## src/rtl/branch_resolve_unit_if.sv

```systemverilog
// Handshake bundle between fetch/execute and the branch resolve unit.
// The master drives pushes and resolves; the slave returns training, flush and status.
interface branch_resolve_unit_if #(
    parameter int PTR_BITS = 3,
    parameter int CNT_W    = 16
);
    logic                push_valid;
    logic [31:0]         push_pc;
    logic                push_pred_taken;
    logic [31:0]         push_pred_target;
    logic                push_ready;

    logic                res_valid;
    logic                res_taken;
    logic [31:0]         res_target;
    logic                res_ready;

    logic                upd_valid;
    logic [31:0]         upd_pc;
    logic                upd_taken;
    logic                flush;
    logic [31:0]         redirect_pc;
    logic [PTR_BITS:0]   count;
    logic [CNT_W-1:0]    mispredict_cnt;

    modport master (
        output push_valid, push_pc, push_pred_taken, push_pred_target,
        output res_valid, res_taken, res_target,
        input  push_ready, res_ready,
        input  upd_valid, upd_pc, upd_taken, flush, redirect_pc,
        input  count, mispredict_cnt
    );

    modport slave (
        input  push_valid, push_pc, push_pred_taken, push_pred_target,
        input  res_valid, res_taken, res_target,
        output push_ready, res_ready,
        output upd_valid, upd_pc, upd_taken, flush, redirect_pc,
        output count, mispredict_cnt
    );
endinterface

```

## src/rtl/branch_resolve_unit.sv

```systemverilog
// In-order queue of predicted branches; retires the oldest on resolve, trains the
// predictor and raises a one-cycle flush with the corrected PC on a mispredict.
module branch_resolve_unit #(
    parameter int DEPTH    = 8,
    parameter int PTR_BITS = 3,
    parameter int CNT_W    = 16
) (
    input  logic                  clk,
    input  logic                  rst_n,
    branch_resolve_unit_if.slave  bus
);
    localparam logic [PTR_BITS:0] FULL_COUNT = (PTR_BITS + 1)'(DEPTH);

    logic [31:0]         pc_mem     [DEPTH];
    logic                taken_mem  [DEPTH];
    logic [31:0]         target_mem [DEPTH];

    logic [PTR_BITS-1:0] wr_ptr_reg;
    logic [PTR_BITS-1:0] rd_ptr_reg;
    logic [PTR_BITS:0]   count_reg;
    logic [PTR_BITS:0]   count_next;
    logic                upd_valid_reg;
    logic [31:0]         upd_pc_reg;
    logic                upd_taken_reg;
    logic                flush_reg;
    logic [31:0]         redirect_pc_reg;
    logic [CNT_W-1:0]    mispredict_cnt_reg;

    logic                push_ready;
    logic                res_ready;
    logic                push_fire;
    logic                res_fire;
    logic                mispredict;
    logic                mem_we;
    logic [31:0]         head_pc;
    logic                head_taken;
    logic [31:0]         head_target;
    logic [31:0]         redirect_next;

    assign push_ready = (count_reg != FULL_COUNT) && !flush_reg;
    assign res_ready  = (count_reg != '0);
    assign push_fire  = bus.push_valid && push_ready;
    assign res_fire   = bus.res_valid && res_ready;

    assign head_pc     = pc_mem[rd_ptr_reg];
    assign head_taken  = taken_mem[rd_ptr_reg];
    assign head_target = target_mem[rd_ptr_reg];

    // A taken/taken pair still mispredicts if the predicted target was wrong.
    assign mispredict = res_fire &&
                        ((head_taken != bus.res_taken) ||
                         (head_taken && bus.res_taken && (head_target != bus.res_target)));

    assign redirect_next = bus.res_taken ? bus.res_target : (head_pc + 32'd4);

    // A push that coincides with a mispredict belongs to the wrong path.
    assign mem_we = push_fire && !mispredict;

    always_comb begin
        count_next = count_reg;
        if (mispredict) begin
            count_next = '0;
        end else begin
            case ({mem_we, res_fire})
                2'b10:   count_next = count_reg + 1'b1;
                2'b01:   count_next = count_reg - 1'b1;
                default: count_next = count_reg;
            endcase
        end
    end

    always_ff @(posedge clk) begin
        if (mem_we) begin
            pc_mem[wr_ptr_reg]     <= bus.push_pc;
            taken_mem[wr_ptr_reg]  <= bus.push_pred_taken;
            target_mem[wr_ptr_reg] <= bus.push_pred_target;
        end
    end

    always_ff @(posedge clk) begin
        if (!rst_n) begin
            wr_ptr_reg         <= '0;
            rd_ptr_reg         <= '0;
            count_reg          <= '0;
            upd_valid_reg      <= 1'b0;
            upd_pc_reg         <= '0;
            upd_taken_reg      <= 1'b0;
            flush_reg          <= 1'b0;
            redirect_pc_reg    <= '0;
            mispredict_cnt_reg <= '0;
        end else begin
            count_reg     <= count_next;
            upd_valid_reg <= res_fire;
            flush_reg     <= mispredict;
            if (res_fire) begin
                upd_pc_reg    <= head_pc;
                upd_taken_reg <= bus.res_taken;
            end
            if (mispredict) begin
                wr_ptr_reg      <= '0;
                rd_ptr_reg      <= '0;
                redirect_pc_reg <= redirect_next;
                if (mispredict_cnt_reg != '1) begin
                    mispredict_cnt_reg <= mispredict_cnt_reg + 1'b1;
                end
            end else begin
                if (mem_we) begin
                    wr_ptr_reg <= wr_ptr_reg + 1'b1;
                end
                if (res_fire) begin
                    rd_ptr_reg <= rd_ptr_reg + 1'b1;
                end
            end
        end
    end

    assign bus.push_ready     = push_ready;
    assign bus.res_ready      = res_ready;
    assign bus.upd_valid      = upd_valid_reg;
    assign bus.upd_pc         = upd_pc_reg;
    assign bus.upd_taken      = upd_taken_reg;
    assign bus.flush          = flush_reg;
    assign bus.redirect_pc    = redirect_pc_reg;
    assign bus.count          = count_reg;
    assign bus.mispredict_cnt = mispredict_cnt_reg;
endmodule

```

## src/flat_wrapper.sv

```systemverilog
// flat-port wrapper written by rule: the top's interface ports become plain ports
module branch_resolve_unit_flat 
#(
    parameter int DEPTH    = 8,
    parameter int PTR_BITS = 3,
    parameter int CNT_W    = 16
)
  (clk, rst_n, bus_push_valid, bus_push_pc, bus_push_pred_taken, bus_push_pred_target, bus_res_valid, bus_res_taken, bus_res_target, bus_push_ready, bus_res_ready, bus_upd_valid, bus_upd_pc, bus_upd_taken, bus_flush, bus_redirect_pc, bus_count, bus_mispredict_cnt);
  branch_resolve_unit_if #(.PTR_BITS(PTR_BITS), .CNT_W(CNT_W)) bus_i ();
  input  logic clk;
  input  logic rst_n;
  input wire logic [$bits(bus_i.push_valid)-1:0] bus_push_valid;
  input wire logic [$bits(bus_i.push_pc)-1:0] bus_push_pc;
  input wire logic [$bits(bus_i.push_pred_taken)-1:0] bus_push_pred_taken;
  input wire logic [$bits(bus_i.push_pred_target)-1:0] bus_push_pred_target;
  input wire logic [$bits(bus_i.res_valid)-1:0] bus_res_valid;
  input wire logic [$bits(bus_i.res_taken)-1:0] bus_res_taken;
  input wire logic [$bits(bus_i.res_target)-1:0] bus_res_target;
  output wire logic [$bits(bus_i.push_ready)-1:0] bus_push_ready;
  output wire logic [$bits(bus_i.res_ready)-1:0] bus_res_ready;
  output wire logic [$bits(bus_i.upd_valid)-1:0] bus_upd_valid;
  output wire logic [$bits(bus_i.upd_pc)-1:0] bus_upd_pc;
  output wire logic [$bits(bus_i.upd_taken)-1:0] bus_upd_taken;
  output wire logic [$bits(bus_i.flush)-1:0] bus_flush;
  output wire logic [$bits(bus_i.redirect_pc)-1:0] bus_redirect_pc;
  output wire logic [$bits(bus_i.count)-1:0] bus_count;
  output wire logic [$bits(bus_i.mispredict_cnt)-1:0] bus_mispredict_cnt;
  assign bus_i.push_valid = bus_push_valid;
  assign bus_i.push_pc = bus_push_pc;
  assign bus_i.push_pred_taken = bus_push_pred_taken;
  assign bus_i.push_pred_target = bus_push_pred_target;
  assign bus_i.res_valid = bus_res_valid;
  assign bus_i.res_taken = bus_res_taken;
  assign bus_i.res_target = bus_res_target;
  assign bus_push_ready = bus_i.push_ready;
  assign bus_res_ready = bus_i.res_ready;
  assign bus_upd_valid = bus_i.upd_valid;
  assign bus_upd_pc = bus_i.upd_pc;
  assign bus_upd_taken = bus_i.upd_taken;
  assign bus_flush = bus_i.flush;
  assign bus_redirect_pc = bus_i.redirect_pc;
  assign bus_count = bus_i.count;
  assign bus_mispredict_cnt = bus_i.mispredict_cnt;
  branch_resolve_unit #(.DEPTH(DEPTH), .PTR_BITS(PTR_BITS), .CNT_W(CNT_W)) u_core (.clk(clk), .rst_n(rst_n), .bus(bus_i));
endmodule
```

## config.mk

```make
export PLATFORM = sky130hd
export DESIGN_NAME = branch_resolve_unit_flat
export DESIGN_NICKNAME = d
export VERILOG_FILES = /design/src/rtl/branch_resolve_unit_if.sv /design/src/rtl/branch_resolve_unit.sv /design/src/flat_wrapper.sv
export SDC_FILE = /design/constraint.sdc
export NUM_CORES = 1
export LEC_CHECK = 0
export ABC_AREA = 1
export BUFFER_PORTS_ARGS = -buffer_cell sky130_fd_sc_hd__buf_4
export CAP_MARGIN = 20
export CORE_MARGIN = 1
export CORE_UTILIZATION = 40
export DETAILED_ROUTE_END_ITERATION = 16
export GPL_TIMING_DRIVEN = 0
export PLACE_DENSITY_LB_ADDON = 0.15
export SLEW_MARGIN = 20
export SYNTH_ARGS = -nofsm -noshare
export SYNTH_HDL_FRONTEND = slang
export SYNTH_SLANG_ARGS = --single-unit
```

## constraint.sdc

```tcl
create_clock -name clk -period 13.3 [get_ports clk]
set_input_delay 0.665 -clock clk [delete_from_list [all_inputs] [get_ports clk]]
set_output_delay 0.665 -clock clk [all_outputs]
set_load 0.02 [all_outputs]
```

==> results of run 1 <==
## worst register-to-register path, delay by kind of cell (launching register included)
kind,cells,cell delay (ns)
adders and majority gates,1,0.27
DFF,1,0.40
AOI/OAI and AO/OA,3,0.58
and+or+nand+nor,5,1.44
buffers and inverters,9,2.07
## cell type report
type                       instances  area share
timing repair buffer             221      0.0686
clock inverter                    29     0.00753
inverter                         251      0.0295
sequential                       616       0.550
tap                              855      0.0335
clock buffer                      90      0.0592
buffer                           128      0.0225
multi-input combinational       1597       0.230
## worst min path at each step
stage,startpoint,end,cells after the start
after detailed placement,u_core.bus.redirect_pc[4],u_core.bus.redirect_pc[4],2
final,bus_push_pc[17],u_core.pc_mem[5][17],1
after CTS,bus_push_pc[20],u_core.pc_mem[5][20],1
after global placement,u_core.bus.redirect_pc[8],u_core.bus.redirect_pc[8],2
after global routing,bus_push_pc[20],u_core.pc_mem[5][20],1
after floorplan,u_core.rd_ptr_reg[2],register,2
## cells in the mapped netlist (2+ instances only)
library cell	number	area (µm²)
o21a_1	2	15.0
edfxtp_1	520	15600
inv_1	236	886
nor3_1	12	60.1
nand3b_1	5	37.5
o21ai_2	17	149
buf_4	19	143
buf_1	8	30.0
nor4_1	2	12.5
o211ai_1	8	60.1
nor3_2	3	30.0
ha_1	8	100
buf_2	51	255
o21ai_0	155	776
nand2_2	3	18.8
or2_2	2	12.5
nor2_2	8	50.1
o22ai_1	52	325
o21ai_1	55	275
inv_2	12	45.0
xnor2_1	5	43.8
nand4_1	15	93.8
a31oi_1	3	18.8
nand3_1	236	1180
a21oi_1	42	210
clkinv_1	3	11.3
clkbuf_1	37	139
nand2_1	672	2520
o221ai_1	2	17.5
nor2_1	261	980
buf_6	12	135
nor2_4	4	45.0
xor2_1	17	149
dfxtp_1	96	1920
## cell families after synthesis
| logic type | Yosys count | share of synthesized area |
|---|---|---|
| compound gates | 339 | 0.0713 |
| buf+inv | 379 | 0.0627 |
| fa+ha+maj | 8 | 0.00378 |
| simple gates | 1228 | 0.192 |
| xor+xnor | 22 | 0.00728 |
| flops | 616 | 0.663 |
## power by group
part	switching, mW	internal [mW]	total [mW]
registers	0.112	2.34	2.46
clock network	0.755	1.07	1.83
logic	1.66	0.707	2.37
total	2.53	4.12	6.65
## cell usage in the layout (no fill, tap or decap), drive strengths merged
master,count
a21oi,43
a31oi,3
and2,1
buf,312
bufinv,4
clkbuf,127
clkinv,26
clkinvlp,1
dfxtp,96
edfxtp,520
ha,8
inv,249
nand2,676
nand3,237
nand3b,5
nand4,15
nor2,273
nor3,15
nor3b,1
nor4,2
o211ai,8
o21a,2
o21ai,227
o221ai,3
o22ai,52
o31ai,1
or2,3
xnor2,5
xor2,17
## routing by layer
metal | GRT usage | vias to the layer above | part of all wire | wire length [µm]
met5 | 0 | - | 0.00030 | 26
met4 | 0.0879 | 4 | 0.030 | 2660
met3 | 0.0516 | 144 | 0.085 | 7460
met2 | 0.403 | 810 | 0.45 | 38900
met1 | 0.364 | 9724 | 0.44 | 38200
li1 | - | 9330 | - | -
==> metrics.md, run 1 <==
| Metric | Value |
|---|---|
| Per-cell routed wire length | `23.1 µm` |
| Critical Path Sink | `u_core.pc_mem[6][11]` |
| CTS tree | `built` |
| Yosys reg bits | `616` |
| Status | `completed` |
| DR vias | `20.0k` |
| Leak Pwr | `12.8 nW` |
| Layout cell share with drive strength beyond 1 | `0.156` |
| Pins Over Slew Limit | `0` |
| CTS Buf Count | `68` |
| Reg clk slew, reported paths | `0.06 ns` |
| DP HPWL | `61400 µm` |
| Worst-path maximum fanout | `18` |
| Async SR Flop Fraction | `0` |
| Worst skew pair latency | `0.61 ns` |
| Mapped Area | `26500 µm²` |
| Buf/Inv on CP | `9` |
| Peak VDD IR | `0.0000865 V` |
| Post-Syn Area per Cell | `10.2 µm²` |
| Synth warnings | `0` |
| Critical path's slowest cell | `nor2_4` |
| Initial DRC count | `1934` |
| Hold buffer count at CTS | `0` |
| Fin util | `0.491` |
| Worst Max-Slew Pin Slew | `0.989 ns` |
| Setup slack, reg-to-reg | `8.22 ns` |
| # IOs | `191` |
| Post-synthesis sequential area ratio | `0.663` |
| CP peak stage delay | `0.72 ns` |
| Clk_skew | `0.0240 ns` |
| Critical Path RT | `13.60 ns` |
| WP data arrival | `5.38 ns` |
| Largest delay share family, worst path | `buffers and inverters` |
| N_diodes | `0` |
| Post-Layout Cell Count | `3787` |
| Via density | `5.28` |
| Pwr Density | `208 nW/µm²` |
| Netlist cell types | `43` |
| Max Freq | `197 MHz` |
| Row count | `93` |
| Endpoint class of the critical path | `register` |
| Synthesized Nets | `2702` |
| Global route overflow | `0` |
| Post-Syn Instances | `2592` |
| First-pass GRT wire length | `127000 µm` |
| Initial antenna violation count | `4` |
| Critical path class | `reg -> reg` |
| Maxcap violations | `0` |
| Post-place setup slack | `8.21 ns` |
| Final Total Pwr | `6.65 mW` |
| Die Ht | `259 µm` |
| Design Area, Final | `31900 µm²` |
| PortBufs | `189` |
| Slew HR | `0.341` |
| WP depth | `18` |
| Post-layout net count | `2993` |
| HP Class | `in -> reg` |
| Clock Path Buffers | `3` |
| Die Span X | `259 µm` |
| Final worst setup slack | `8.22 ns` |
| WL final | `87300 µm` |
| Placed cell areas | `29800 µm²` |
| Initial Utilization | `0.408` |
| CP cell instances | `buf_4, buf_6, buf_6, buf_6, buf_2, clkbuf_1, o21ai_0, o22ai_1, nor2_1, a31oi_1, ha_1, inv_1, nand2_2, nand2_4, nand3_1, nor2_4, buf_12, buf_12` |
| Sequential cell area | `17500 µm²` |
| Number of global-route vias before repair | `19.0k` |
| Syn-to-layout area delta | `20.6%` |
| R2R depth | `18` |
| Multi-input logic area | `7320 µm²` |
| DRC viols | `0` |
| Part of the cycle the worst path needs | `0.382` |
| Biggest regs | `u_core.pc_mem: 256 flops, u_core.target_mem: 256 flops` |
| RSZ-0062 raised after global routing | `no` |
| Die area | `67200 µm²` |
| Routability cong. | `0.899` |
| First drt pass iteration count | `5` |
| R2R Path End | `u_core.pc_mem[6][11]` |
| Final hold violations | `0` |
| Clock sinks | `616` |
| Post-layout min period | `5.08 ns` |
| Number of synthesized flops with an enable pin | `520` |
| Worst setup SP type | `register` |
| Total Routing Usage GR | `0.260` |
| Placed cells | `3668` |
| Post-CTS Setup Bufs | `0` |
| Pin count of the biggest net entering global routing | `20` |
| Post-CTS Resized | `0` |
| Core Footprint | `64900 µm²` |
| Final ANT Viol Nets | `0` |
| Smallest hold slack | `0.294 ns` |
| # fillers | `5999` |
| H-tree depth | `3` |
| Final setup vio count | `0` |
| Cell mode on critical path | `buf_6` |
| Prevailing post-synth register cell | `edfxtp_1` |
| CTS Root Buffer Type | `clkbuf_16` |
| Setup_tns | `0 ns` |
Note: power is estimated with default switching activity, not from simulation.
==> run 2, diff against run 1 <==
ABC_AREA = 0   (was 1)
clock period = 4.2 ns   (was 13.3 ns; I/O delays follow)
==> metrics.md, run 2 <==
| Metric | Value |
|---|---|
| Multi-input logic area | `7030 µm² (was 7320 µm²)` |
| Pins Over Slew Limit | `0 (unchanged)` |
| Post-place setup slack | `-2.08 ns (was 8.21 ns)` |
| Critical path class | `reg -> reg (unchanged)` |
| Die area | `63400 µm² (was 67200 µm²)` |
| Most frequent cells in the layout | `edfxtp_1 (520), buf_4 (254), nor2_1 (104) (was nand2_1 (672), edfxtp_1 (520), nor2_1 (253))` |
| WP data arrival | `4.48 ns (was 5.38 ns)` |
| Syn-to-layout area delta | `28.7% (was 20.6%)` |
| Placed cells | `2529 (was 3668)` |
| RSZ-0062 raised after global routing | `yes (was no)` |
| Core Footprint | `61700 µm² (was 64900 µm²)` |
| Initial Utilization | `0.404 (was 0.408)` |
| Clock sinks | `616 (unchanged)` |
| Number of synthesized flops with an enable pin | `520 (unchanged)` |
| HP Class | `in -> reg (unchanged)` |
| Maxcap violations | `0 (unchanged)` |
| Pin count of the biggest net entering global routing | `33 (was 20)` |
| Most frequent cell after synthesis | `edfxtp_1 (was nand2_1)` |
| Sequential cell area | `17500 µm² (about the same)` |
| Smallest hold slack | `0.0303 ns (was 0.294 ns)` |
| Number of global-route vias before repair | `14.8k (was 19.0k)` |
| Global route overflow | `0 (unchanged)` |
| Biggest regs | `u_core.pc_mem: 256 flops, u_core.target_mem: 256 flops (unchanged)` |
| Synthesized Nets | `1569 (was 2702)` |
| Layout cell share with drive strength beyond 1 | `0.335 (was 0.156)` |
| Leak Pwr | `11.2 nW (was 12.8 nW)` |
| CTS tree | `built (unchanged)` |
| Final worst setup slack | `0.0415 ns (was 8.22 ns)` |
| # fillers | `5217 (was 5999)` |
| Reg clk slew, reported paths | `0.06 ns (about the same)` |
| Post-synthesis sequential area ratio | `0.703 (was 0.663)` |
| Synth area leaders | `edfxtp_1 (63%), mux4_2 (8.5%), dfxtp_1 (7.7%) (was edfxtp_1 (59%), nand2_1 (9.5%), dfxtp_1 (7.3%))` |
| Initial antenna violation count | `5 (was 4)` |
| Worst Max-Slew Pin Slew | `0.805 ns (was 0.989 ns)` |
| Buf/Inv on CP | `11 (was 9)` |
| PortBufs | `190 (was 189)` |
| Netlist cell types | `58 (was 43)` |
| Worst setup SP type | `register (unchanged)` |
| Commonest cells post-synth | `edfxtp_1 (520), nor2_1 (110), dfxtp_1 (96), mux4_2 (94), nand2_1 (62) (was nand2_1 (672), edfxtp_1 (520), nor2_1 (261), inv_1 (236), nand3_1 (236))` |
| Final hold violations | `0 (unchanged)` |
| Initial DRC count | `1199 (was 1934)` |
| Final ANT Viol Nets | `0 (unchanged)` |
| Slew HR | `0.464 (was 0.341)` |
| Critical Path RT | `4.52 ns (was 13.60 ns)` |
| Status | `completed (unchanged)` |
| Worst-path maximum fanout | `8 (was 18)` |
| Peak VDD IR | `0.000267 V (was 0.0000865 V)` |
| Prevailing post-synth register cell | `edfxtp_1 (unchanged)` |
| Clock Path Buffers | `3 (unchanged)` |
| DP HPWL | `49200 µm (was 61400 µm)` |
| DR vias | `15.1k (was 20.0k)` |
| Worst skew pair latency | `0.60 ns (was 0.61 ns)` |
| CTS Root Buffer Type | `clkbuf_16 (unchanged)` |
| Design Area, Final | `32100 µm² (was 31900 µm²)` |
| Placed cell areas | `28200 µm² (was 29800 µm²)` |
| Top-area cell type share of the netlist area | `0.626 (was 0.590)` |
| DRC viols | `0 (unchanged)` |
| Post-layout min period | `4.16 ns (was 5.08 ns)` |
| Async SR Flop Fraction | `0 (unchanged)` |
| Commonest non-fill, non-tap cell in the layout | `edfxtp_1 (was nand2_1)` |
| Post-Layout Cell Count | `2794 (was 3787)` |
| Clk_skew | `0.0145 ns (was 0.0240 ns)` |
| First drt pass iteration count | `5 (unchanged)` |
| Post-Syn Instances | `1459 (was 2592)` |
| Largest area contributor in the netlist | `edfxtp_1 (unchanged)` |
| CTS Buf Count | `68 (unchanged)` |
| Largest delay share family, worst path | `buffers and inverters (unchanged)` |
| Die Span X | `252 µm (was 259 µm)` |
| Via density | `5.41 (was 5.28)` |
| Pwr Density | `609 nW/µm² (was 208 nW/µm²)` |
| Post-layout net count | `2014 (was 2993)` |
| Routability cong. | `0.853 (was 0.899)` |
| Setup slack, reg-to-reg | `0.04 ns (was 8.22 ns)` |
| Cell mode on critical path | `buf_12 (was buf_6)` |
| Final setup vio count | `0 (unchanged)` |
| Max Freq | `240 MHz (was 197 MHz)` |
| Total Routing Usage GR | `0.227 (was 0.260)` |
| Mapped Area | `25000 µm² (was 26500 µm²)` |
| Die Ht | `252 µm (was 259 µm)` |
| Yosys reg bits | `616 (unchanged)` |
| Per-cell routed wire length | `25.9 µm (was 23.1 µm)` |
| Final Total Pwr | `19.6 mW (was 6.65 mW)` |
| WL final | `72400 µm (was 87300 µm)` |
| Row count | `91 (was 93)` |
| Synth warnings | `0 (unchanged)` |
| # IOs | `191 (unchanged)` |
| H-tree depth | `3 (unchanged)` |
| Post-Syn Area per Cell | `17.1 µm² (was 10.2 µm²)` |
| First-pass GRT wire length | `102000 µm (was 127000 µm)` |
| Endpoint class of the critical path | `register (unchanged)` |
| CP peak stage delay | `0.48 ns (was 0.72 ns)` |
| Part of the cycle the worst path needs | `0.990 (was 0.382)` |
| Critical path's slowest cell | `mux4_2 (was nor2_4)` |
| CP cell instances | `buf_12, buf_12, buf_4, buf_4, mux4_2, nor2_1, or3_1, nand4_1, nor4_2, nand4_1, buf_6, buf_4, a21oi_4, nand4_1, buf_6, buf_12, nor3b_4, buf_8, buf_12, clkbuf_16 (was buf_4, buf_6, buf_6, buf_6, buf_2, clkbuf_1, o21ai_0, o22ai_1, nor2_1, a31oi_1, ha_1, inv_1, nand2_2, nand2_4, nand3_1, nor2_4, buf_12, buf_12)` |
[run 2: cell types whose count changed in the layout (fill, tap and decap cells not counted), sizes merged, moves of 97 or more]
cell and delta:
o21ai -184, inv -233, nand2 -612, mux4 +97, nand3 -224, nor2 -163
[run 2: final timing paths]
kind | from | endpoint | depth (start not counted)
setup / recovery | register | u_core.target_mem[3][19] | 20
hold / removal | bus_res_target[21] | u_core.bus.redirect_pc[21] | 4
setup reg to reg | register | u_core.target_mem[3][19] | 20
hold reg to reg | u_core.bus.mispredict_cnt[8] | u_core.bus.mispredict_cnt[8] | 2
[run 2: cells by family after synthesis]
group | synth area share
compound gates | 0.0512
simple gates | 0.0651
flops | 0.703
fa+ha+maj | 0.00401
xor+xnor | 0.0123
buf+inv | 0.0237
mux | 0.141
[run 2: what timing repair did]
| item | in CTS | in global routing |
|---|---|---|
| hold buffers | 76 | 0 |
| gates resized for setup | 68 | 49 |
| pin swaps | 14 | 15 |
| endpoints found under the setup margin | 582 | 305 |
| hold endpoints to repair | 535 | 0 |
| buffers inserted | 43 | 30 |
| cloned | 1 | 7 |
[run 2: per-stage QoR]
stage               setup TNS [ns]  utilization
floorplan                  -370.56            -
global placement          -2092.21        0.447
detailed placement         -784.88        0.457
CTS                       -0.00695        0.512
global route                -12.94        0.520
finish                           0        0.520
[run 2: layout make-up]
type                    count  area share
clock buffers              94      0.0587
well taps                 837      0.0326
flip-flops and latches    616       0.546
multi-input cells         753       0.219
repair buffers            379       0.112
plain buffers              74      0.0226
inverters                  12     0.00140
clock inverters            28     0.00725
diodes                      1   0.0000779
[run 2: routing by layer]
metal / vias up / track usage / share of wire
met2: 499 / 0.360 / 0.47
met3: 97 / 0.0502 / 0.066
li1: 6700 / - / -
met5: - / 0 / 0.00058
met4: 8 / 0.0603 / 0.022
met1: 7818 / 0.315 / 0.45
[run 2: report_power, final]
part           internal, mW  total, mW  switching [mW]
clock                  3.33       5.73            2.39
sequential             7.48       7.87           0.386
combinational          2.67       5.98            3.31
[run 2: worst min-delay path: cells and delay by family]
family	cells	cell delay, ns
AND/OR/NAND/NOR	1	0.07
AO/OA/AOI/OAI	2	0.19
buffers and inverters	1	0.12
==> run 3, diff against run 2 <==
clock period = 5.4 ns   (was 4.2 ns; I/O delays follow)
==> metrics.md, run 3 (synthesized netlist as in run 2, its figures left out) <==
| Metric | Value |
|---|---|
| # IOs | `191 (unchanged)` |
| Critical path's slowest cell | `and4bb_4 (was mux4_2)` |
| Worst setup SP type | `register (unchanged)` |
| Worst-path maximum fanout | `31 (was 8)` |
| Via density | `5.39 (was 5.41)` |
| Commonest non-fill, non-tap cell in the layout | `edfxtp_1 (unchanged)` |
| Setup_tns | `0 ns (unchanged)` |
| Status | `completed (unchanged)` |
| Die area | `63400 µm² (unchanged)` |
| H-tree depth | `3 (unchanged)` |
| PortBufs | `190 (unchanged)` |
| Critical Path RT | `5.69 ns (was 4.52 ns)` |
| Part of the cycle the worst path needs | `0.932 (was 0.990)` |
| CTS tree | `built (unchanged)` |
| Routability cong. | `0.832 (was 0.853)` |
| Initial DRC count | `1138 (was 1199)` |
| Initial antenna violation count | `2 (was 5)` |
| Endpoint class of the critical path | `register (unchanged)` |
| Pwr Density | `478 nW/µm² (was 609 nW/µm²)` |
| Smallest hold slack | `0.0478 ns (was 0.0303 ns)` |
| Reg clk slew, reported paths | `0.06 ns (about the same)` |
| Pins Over Slew Limit | `0 (unchanged)` |
| Worst Min Path Start | `rst_n (was bus_res_target[21])` |
| Syn-to-layout area delta | `24.6% (was 28.7%)` |
| CTS Buf Count | `67 (was 68)` |
| Post-layout min period | `5.03 ns (was 4.16 ns)` |
| Worst Max-Slew Pin Slew | `0.750 ns (was 0.805 ns)` |
| Clk_skew | `0.0217 ns (was 0.0145 ns)` |
| CP peak stage delay | `0.54 ns (was 0.48 ns)` |
| Leak Pwr | `10.7 nW (was 11.2 nW)` |
| Critical path class | `reg -> reg (unchanged)` |
| Maxcap violations | `0 (unchanged)` |
| Initial Utilization | `0.404 (unchanged)` |
| Final hold violations | `0 (unchanged)` |
| Max Freq | `199 MHz (was 240 MHz)` |
| Final Total Pwr | `14.9 mW (was 19.6 mW)` |
| Final worst setup slack | `0.368 ns (was 0.0415 ns)` |
| Most frequent cells in the layout | `edfxtp_1 (520), buf_4 (221), nor2_1 (109) (was edfxtp_1 (520), buf_4 (254), nor2_1 (104))` |
| Die Ht | `252 µm (unchanged)` |
| Pin count of the biggest net entering global routing | `32 (was 33)` |
| DRC viols | `0 (unchanged)` |
| DR vias | `14.7k (was 15.1k)` |
| CP cell instances | `buf_2, buf_4, nand2_1, buf_2, o22ai_1, or3_1, nand4_1, nor4_2, nand4_1, buf_4, a21o_1, buf_6, nor2_1, and4bb_4, buf_16, buf_12 (was buf_12, buf_12, buf_4, buf_4, mux4_2, nor2_1, or3_1, nand4_1, nor4_2, nand4_1, buf_6, buf_4, a21oi_4, nand4_1, buf_6, buf_12, nor3b_4, buf_8, buf_12, clkbuf_16)` |
| Number of global-route vias before repair | `14.9k (was 14.8k)` |
| Worst skew pair latency | `0.60 ns (about the same)` |
| Fin util | `0.504 (was 0.520)` |
| Core Footprint | `61700 µm² (unchanged)` |
| RSZ-0062 raised after global routing | `no (was yes)` |
| Post-place setup slack | `-0.696 ns (was -2.08 ns)` |
| N_diodes | `0 (was 1)` |
| Final ANT Viol Nets | `0 (unchanged)` |
| First-pass GRT wire length | `100000 µm (was 102000 µm)` |
| Post-layout net count | `1951 (was 2014)` |
| Global route overflow | `0 (unchanged)` |
| Clock sinks | `616 (unchanged)` |
| Row count | `91 (unchanged)` |
| Per-cell routed wire length | `25.4 µm (was 25.9 µm)` |
| Layout cell share with drive strength beyond 1 | `0.307 (was 0.335)` |
| First drt pass iteration count | `7 (was 5)` |
| CTS Root Buffer Type | `clkbuf_16 (unchanged)` |
| Final setup vio count | `0 (unchanged)` |
| HP Class | `in -> reg (unchanged)` |
| Die Span X | `252 µm (unchanged)` |
| Peak VDD IR | `0.000309 V (was 0.000267 V)` |
| WP data arrival | `5.33 ns (was 4.48 ns)` |
| Slew HR | `0.486 (was 0.464)` |
| Biggest regs | `u_core.pc_mem: 256 flops, u_core.target_mem: 256 flops (unchanged)` |
| DP HPWL | `49300 µm (was 49200 µm)` |
| Clock Path Buffers | `3 (unchanged)` |
| WL final | `69500 µm (was 72400 µm)` |
| Total Routing Usage GR | `0.221 (was 0.227)` |
-- run 3: cell types whose count changed in the layout (fill, tap and decap cells not counted), sizes merged, moves of 2 or more --
cell,delta
dlygate4sd3,-9
clkbuf,-13
bufinv,+2
buf,-43
-- run 3: critical path: cells and delay by family (launching register included) --
| family | cells | cell delay, ns |
|---|---|---|
| buf+inv | 7 | 1.85 |
| flops | 1 | 0.45 |
| compound gates | 2 | 0.40 |
| simple gates | 7 | 1.96 |
-- run 3: worst paths after layout --
| kind | endpoint | slack [ns] | cells past startpoint |
|---|---|---|---|
| worst min register to register | u_core.bus.upd_pc[23] | 0.48 | 2 |
| worst max register to register | u_core.target_mem[2][22] | 0.37 | 16 |
| worst min-delay path | u_core.bus.upd_pc[2] | 0.05 | 3 |
| worst max-delay path | u_core.target_mem[2][22] | 0.37 | 16 |
-- run 3: metrics by stage --
stage,instance area (µm²),cells
6_report,31100,2731
5_1_grt,31100,2731
3_5_place_dp,28200,2529
4_1_cts,31100,2729
3_3_place_gp,27600,2486
2_1_floorplan,25100,1459
-- run 3: per-layer routing --
layer / vias up / wire (µm) / GRT usage
met3: 99 / 4350 / 0.0444
met1: 7612 / 30800 / 0.309
met5: - / 27 / 0
met2: 446 / 32600 / 0.351
met4: 4 / 1660 / 0.0623
li1: 6563 / - / -
-- run 3: cell type report --
class	instances	area, µm²
multi-input combinational	752	6930
inverter	12	45.0
clock inverter	32	305
fill	5233	30600
buffer	78	599
clock buffer	90	1820
tap	837	1050
timing repair buffer	314	2820
sequential	616	17500
-- run 3: where the power goes --
| part | switching, mW | internal, mW |
|---|---|---|
| Sequential | 0.295 | 5.81 |
| Combinational | 2.44 | 1.82 |
| Clock | 1.87 | 2.62 |
| Total | 4.61 | 10.3 |
-- run 3: timing repair --
action / in CTS / in global routing
hold endpoints to repair: 522 / 0
buffers inserted: 11 / 3
resized for setup: 4 / 5
hold buffers: 67 / 0
pin swaps: 6 / 1
endpoints found under the setup margin: 452 / 90
